[config.mk]
export PLATFORM = sky130hd
export DESIGN_NAME = mem_arbiter
export DESIGN_NICKNAME = d
export VERILOG_FILES = /design/src/rtl/mem_arbiter_pkg.sv /design/src/rtl/mem_arbiter_rr_pick2.sv /design/src/rtl/mem_arbiter.sv
export SDC_FILE = /design/constraint.sdc
export NUM_CORES = 1
export LEC_CHECK = 0
export BUFFER_PORTS_ARGS = -buffer_cell sky130_fd_sc_hd__buf_4
export CORE_AREA = 2 2 343 345
export CTS_CLUSTER_SIZE = 25
export DETAILED_ROUTE_END_ITERATION = 16
export DIE_AREA = 0 0 345 347
export PLACE_DENSITY = 0.3
export SLEW_MARGIN = 40
export SYNTH_ARGS = -nofsm -noshare
export SYNTH_HDL_FRONTEND = slang
export SYNTH_HIERARCHICAL = 1
export SYNTH_SLANG_ARGS = --single-unit
[constraint.sdc]
create_clock -name clk -period 33 [get_ports clk]
set_input_delay 6.6 -clock clk [delete_from_list [all_inputs] [get_ports clk]]
set_output_delay 6.6 -clock clk [all_outputs]
set_load 0.02 [all_outputs]
[src/rtl/mem_arbiter_pkg.sv]
`default_nettype none
// ============================================================================
// Module      : mem_arbiter_pkg
// Description : Shared types and helpers for the two-port line memory arbiter.
//               This package holds the arbiter FSM state encoding, the width
//               of the write wait counter, and a saturating increment helper.
// Revision    : 1.0 - initial release
// ============================================================================
package mem_arbiter_pkg;

  // Arbiter FSM states (2-bit encoding).
  typedef enum logic [1:0] {
    ST_IDLE  = 2'd0,
    ST_ISSUE = 2'd1,
    ST_WAIT  = 2'd2,
    ST_RESP  = 2'd3
  } arb_state_e;

  localparam int unsigned c_WAIT_CNT_W = 4;

  // Counter that sticks at all-ones instead of wrapping.
  function automatic logic [c_WAIT_CNT_W-1:0] sat_inc(input logic [c_WAIT_CNT_W-1:0] v);
    return (v == '1) ? v : v + 1'b1;
  endfunction

endpackage
`default_nettype wire

[src/rtl/mem_arbiter_rr_pick2.sv]
`default_nettype none
// ============================================================================
// Module      : rr_pick2
// Description : Combinational two-way round-robin picker.
// Ports       : valid_i[1:0]  request lines (bit N = port N)
//               last_i        port that won most recently
//               winner_o      selected port (meaningful only when any_o)
//               any_o         at least one request present
// Revision    : 1.0 - initial release
// ============================================================================
module rr_pick2 (
  input  logic [1:0] valid_i,
  input  logic       last_i,
  output logic       winner_o,
  output logic       any_o
);

  always_comb begin
    any_o = |valid_i;
    // On contention the port that did not win last time goes next;
    // otherwise the single requester wins.
    if (&valid_i) begin
      winner_o = ~last_i;
    end else begin
      winner_o = valid_i[1];
    end
  end

endmodule
`default_nettype wire

[src/rtl/mem_arbiter.sv]
`default_nettype none
// ============================================================================
// Module      : mem_arbiter
// Description : Arbitrates a D-cache (port 0) and an I-cache (port 1) onto a
//               single line-wide data memory. One transaction at a time:
//               IDLE -> ISSUE -> WAIT -> RESP -> IDLE.
// Ports       : clk, reset             clock, async active-high reset
//               reqN_valid/write/addr/wdata   per-port request (N = 0, 1)
//               reqN_gnt/done/rdata    per-port ownership, completion, fill data
//               mem_is_input_valid     one-cycle request strobe to memory
//               mem_addr/read/write/din latched request to memory
//               mem_is_output_valid, mem_dout  read return from memory
//               mem_ready              memory can accept a request
// Revision    : 1.0 - initial release
// ============================================================================
module mem_arbiter
  import mem_arbiter_pkg::*;
#(
  parameter int unsigned LINE_SIZE = 16,
  parameter int unsigned MEM_AW    = 32 - $clog2(LINE_SIZE)
) (
  input  logic                   clk,
  input  logic                   reset,
  input  logic                   req0_valid,
  input  logic                   req0_write,
  input  logic [31:0]            req0_addr,
  input  logic [LINE_SIZE*8-1:0] req0_wdata,
  output logic                   req0_gnt,
  output logic                   req0_done,
  output logic [LINE_SIZE*8-1:0] req0_rdata,
  input  logic                   req1_valid,
  input  logic                   req1_write,
  input  logic [31:0]            req1_addr,
  input  logic [LINE_SIZE*8-1:0] req1_wdata,
  output logic                   req1_gnt,
  output logic                   req1_done,
  output logic [LINE_SIZE*8-1:0] req1_rdata,
  output logic                   mem_is_input_valid,
  output logic [MEM_AW-1:0]      mem_addr,
  output logic                   mem_read,
  output logic                   mem_write,
  output logic [LINE_SIZE*8-1:0] mem_din,
  input  logic                   mem_is_output_valid,
  input  logic [LINE_SIZE*8-1:0] mem_dout,
  input  logic                   mem_ready
);

  localparam int unsigned c_LW    = LINE_SIZE * 8;
  localparam int unsigned c_OFS_W = $clog2(LINE_SIZE);

  arb_state_e              state_q;
  logic                    last_q;       // last granted port
  logic                    write_q;      // latched operation
  logic [MEM_AW-1:0]       line_addr_q;  // latched line address
  logic [c_LW-1:0]         wdata_q;      // latched write-back data
  logic [c_LW-1:0]         rdata_q;      // captured fill data
  logic [c_WAIT_CNT_W-1:0] cnt_q;        // WAIT cycles elapsed
  logic [c_WAIT_CNT_W-1:0] cnt_d;
  logic [1:0]              gnt_q;
  logic [1:0]              done_q;
  logic                    strobe_q;
  logic                    rd_q;
  logic                    wr_q;

  logic                    w_winner;
  logic                    w_any;
  logic                    w_sel_write;
  logic [31:0]             w_sel_addr;
  logic [c_LW-1:0]         w_sel_wdata;

  rr_pick2 u_pick (
    .valid_i  ({req1_valid, req0_valid}),
    .last_i   (last_q),
    .winner_o (w_winner),
    .any_o    (w_any)
  );

  assign w_sel_write = w_winner ? req1_write : req0_write;
  assign w_sel_addr  = w_winner ? req1_addr  : req0_addr;
  assign w_sel_wdata = w_winner ? req1_wdata : req0_wdata;
  assign cnt_d       = sat_inc(cnt_q);

  always_ff @(posedge clk or posedge reset) begin
    if (reset) begin
      state_q     <= ST_IDLE;
      last_q      <= 1'b1;
      write_q     <= 1'b0;
      line_addr_q <= '0;
      wdata_q     <= '0;
      rdata_q     <= '0;
      cnt_q       <= '0;
      gnt_q       <= '0;
      done_q      <= '0;
      strobe_q    <= 1'b0;
      rd_q        <= 1'b0;
      wr_q        <= 1'b0;
    end else begin
      // Strobe, op select and done are single-cycle pulses.
      strobe_q <= 1'b0;
      rd_q     <= 1'b0;
      wr_q     <= 1'b0;
      done_q   <= '0;
      unique case (state_q)
        ST_IDLE: begin
          if (mem_ready && w_any) begin
            last_q      <= w_winner;
            write_q     <= w_sel_write;
            line_addr_q <= MEM_AW'(w_sel_addr >> c_OFS_W);
            wdata_q     <= w_sel_wdata;
            gnt_q       <= w_winner ? 2'b10 : 2'b01;
            // Memory strobe is registered so it lines up with ISSUE.
            strobe_q    <= 1'b1;
            rd_q        <= ~w_sel_write;
            wr_q        <= w_sel_write;
            state_q     <= ST_ISSUE;
          end
        end
        ST_ISSUE: begin
          cnt_q   <= '0;
          state_q <= ST_WAIT;
        end
        ST_WAIT: begin
          cnt_q <= cnt_d;
          if (!write_q && mem_is_output_valid) begin
            rdata_q <= mem_dout;
            done_q  <= gnt_q;
            state_q <= ST_RESP;
          end else if (write_q && mem_ready && (cnt_q != '0)) begin
            // mem_ready may still be high in the first WAIT cycle from before
            // the memory registered the strobe, so it is not trusted there.
            done_q  <= gnt_q;
            state_q <= ST_RESP;
          end
        end
        ST_RESP: begin
          gnt_q   <= '0;
          state_q <= ST_IDLE;
        end
        default: state_q <= ST_IDLE;
      endcase
    end
  end

  assign req0_gnt           = gnt_q[0];
  assign req1_gnt           = gnt_q[1];
  assign req0_done          = done_q[0];
  assign req1_done          = done_q[1];
  assign req0_rdata         = (done_q[0] && !write_q) ? rdata_q : '0;
  assign req1_rdata         = (done_q[1] && !write_q) ? rdata_q : '0;
  assign mem_is_input_valid = strobe_q;
  assign mem_read           = rd_q;
  assign mem_write          = wr_q;
  assign mem_addr           = line_addr_q;
  assign mem_din            = wdata_q;

endmodule
`default_nettype wire

==> results.py <==
metrics = {
    "outcome": {
        "outcome": "finished, final reports clean",
    },
    "final_layout": {
        "final_cell_count_no_fill": 3701,
        "area_delta_synth_final_pct": 62.86,
        "drive_above_1_share_pct": 49.54,
        "seqCellArea_sq_um": 7483,
        "fill_cells": 12770,
        "multiInputGateArea_sq_um": 6882,
        "nNetsFinal": 2603,
    },
    "routing": {
        "wl_per_cell_um": 18.30,
        "vias": 12600,
        "antenna_left": 0,
        "drtPass1Iterations": 4,
        "drc": 0,
        "drt_iter0_markers": 442,
        "wl_um": 67720,
        "vias_per_cell": 3.405,
    },
    "floorplanning": {
        "rows": 125,
        "io-pin-count": 875,
        "die_area_sq_um": 119700,
        "die_w_um": 345,
        "core_area_sq_um": 115700,
        "die_h_um": 347,
        "start_util_pct": 12.94,
    },
    "placed_design": {
        "dp_cells": 3619,
        "portBuffers": 866,
        "dp_hpwl_um": 52390,
        "gp_congestion": 0.7692,
    },
    "timing": {
        "fin_crit_sh_pct": 28.70,
        "rsz0062_at_grt": "false",
        "tightest_slew_ps": 737.0,
        "slew_headroom_pct": 50.86,
        "setup_viol": 0,
        "max_freq_mhz": 105.6,
        "setup_tns_ps": 0,
        "slew_violations": 0,
        "skew_ps": 12.64,
        "min_period_ps": 9469,
        "finalHoldViolations": 0,
    },
    "clock_tree": {
        "postCtsResizedCells": 0,
        "post-cts-setup-buffer-count": 0,
        "cts_max_path_buffers": 3,
        "cts_root_buf": "clkbuf_16",
        "cts_tree": "done",
        "cts_buffers": 41,
        "insertion_delay_ps": 570,
        "cts_num_sinks": 299,
        "cts_max_level": 2,
        "clk_pin_slew_worst_paths_ps": 50,
        "hold_buffers": 0,
    },
    "synth": {
        "yosysMostFrequentCell": "dfrtp_1",
        "ys_top_cells_by_count": "dfrtp_1 (298), and2_1 (257), mux2i_1 (160), nand2_1 (160), o21ai_0 (156)",
        "syn_area_per_cell_sq_um": 11.42,
        "ys_types": 40,
        "synth_top_area_share_pct": 49.79,
        "syn-num-nets": 1775,
        "synth.area.top_cells": "dfrtp_1 (50%), mux2_4 (12%), and2_1 (11%)",
        "synth_edf_count": 0,
        "ys_async_sr_fraction_pct": 100.0,
        "synth_flop_cell": "dfrtp_1",
        "yosysTopAreaCell": "dfrtp_1",
        "netlist_instances": 1312,
        "synth.cell_area_sq_um": 14980,
        "synth-seq-cells": 299,
        "yosysWarnings": 6,
        "yosysSeqAreaShare_pct": 49.96,
    },
    "pwr": {
        "pwr_density_cell_nw_per_um2": 74.23,
        "ir_worst_vdd_mv": 0.02594,
        "p_leak_nw": 12.44,
        "power_w": 0.001811,
    },
    "worst_setup_path": {
        "max_stage_delay_ps": 580,
        "cp_slowest_cell": "dfrtp_1",
        "end_kind": "output port",
        "cp_data_required_time_ps": 26400,
        "path_cells": "nor2b_4 -> buf_6 -> and2_1 -> buf_4",
        "worst-path-max-fanout": 100,
        "critPathKind": "flop to output port",
        "worstSetupStartpointType": "flop",
        "crit_arrival_ps": 2870,
    },
    "global_route": {
        "grt_pass1_wl_um": 96970,
        "grt_max_degree": 138,
        "overflow": 0,
        "grt_usage_pct": 10.96,
        "antenna_found_initial": 14,
        "grt_pass1_vias": 13590,
    },
    "worst_hold_path": {
        "worstHoldPathType": "flop to flop",
    },
    "run": {
        "maxCapViolations": 0,
    },
}
registers in the layout, summed over array words and instances (netlist names), 2 cells and up:
register  count
state_q       2
done_q        2
rdata_q     128
gnt_q         2
mem_din     128
mem_addr     28
cnt_q         4
cell type report:
class | instances | area share (%)
Antenna cell | 7 | 0.07181
Clock buffer | 67 | 5.232
Clock inverter | 6 | 0.3437
Inverter | 9 | 0.1898
Multi-Input combinational cell | 909 | 28.21
Sequential cell | 299 | 30.68
Tap cell | 1524 | 7.817
Timing Repair Buffer | 880 | 27.46
placed cells by master (no fill, tap or decap), types with 11 or more instances in the layout:
cell type / netlist / layout
and2_1: 257 / 257
buf_4: 14 / 869
clkbuf_1: 42 / 13
clkbuf_16: 0 / 43
clkbuf_8: 0 / 11
dfrtp_1: 298 / 298
mux2_4: 120 / 120
mux2i_1: 160 / 160
nand2_1: 160 / 160
o21ai_0: 156 / 156
report_power, final:
group	switching, W	total, W	internal (W)
Combinational	0.000347	0.000690	0.000343
Clock	0.000177	0.000456	0.000278
Sequential	0.000126	0.000665	0.000540
Total	0.000650	0.00181	0.00116
per-layer routing:
metal / vias to the layer above / track usage [%] / wire length (um)
met5: - / 0 / 53
met4: 8 / 3.160 / 1493
met3: 74 / 4.393 / 5803
met2: 496 / 20.00 / 35310
met1: 5949 / 11.53 / 25060
li1: 6076 / - / -
cell families after synthesis:
logic type      after synthesis  synth area share (%)
fa+ha+maj                     7                0.5847
buf+inv                     104                 4.319
compound gates              172                 6.006
xor+xnor                      1               0.05849
mux                         288                 23.32
flops                       299                 49.96
simple gates                441                 15.75
final timing paths:
| kind | startpoint | to | slack (ps) | cells after the start |
|---|---|---|---|---|
| setup / recovery | write_q$_DFFE_PP0P_ | req1_rdata[83] | 23530 | 4 |
| hold / removal | mem_din[2]$_DFFE_PP0P_ | mem_din[2]$_DFFE_PP0P_ | 480 | 2 |
| setup reg to reg | state_q[0]$_DFFE_PP0P_ | mem_din[5]$_DFFE_PP0P_ | 29300 | 7 |
| hold reg to reg | mem_din[2]$_DFFE_PP0P_ | mem_din[2]$_DFFE_PP0P_ | 480 | 2 |
| max in group asynchronous | reset | mem_din[86]$_DFFE_PP0P_ | 25510 | 4 |
| min in group asynchronous | reset | rdata_q[119]$_DFFE_PP0P_ | 6050 | 2 |
worst max-delay path, delay by kind of cell (launching register included):
kind | cells | cell delay, ps
flops | 1 | 580
buf+inv | 2 | 780
simple gates | 2 | 870
through the flow:
stage / instance area (sq um) / setup WS (ps) / util [%] / hold WS (ps)
after floorplan: 14980 / 18140 / - / 445.1
after global placement: 22930 / 22610 / 19.81 / 467.0
after detailed placement: 22950 / 22600 / 19.83 / 471.3
after CTS: 24310 / 23250 / 21.01 / 483.6
after global routing: 24380 / 23170 / 21.07 / 501.4
final: 24390 / 23530 / 21.08 / 476.7
No activity file was read; power rests on OpenSTA's default activity.
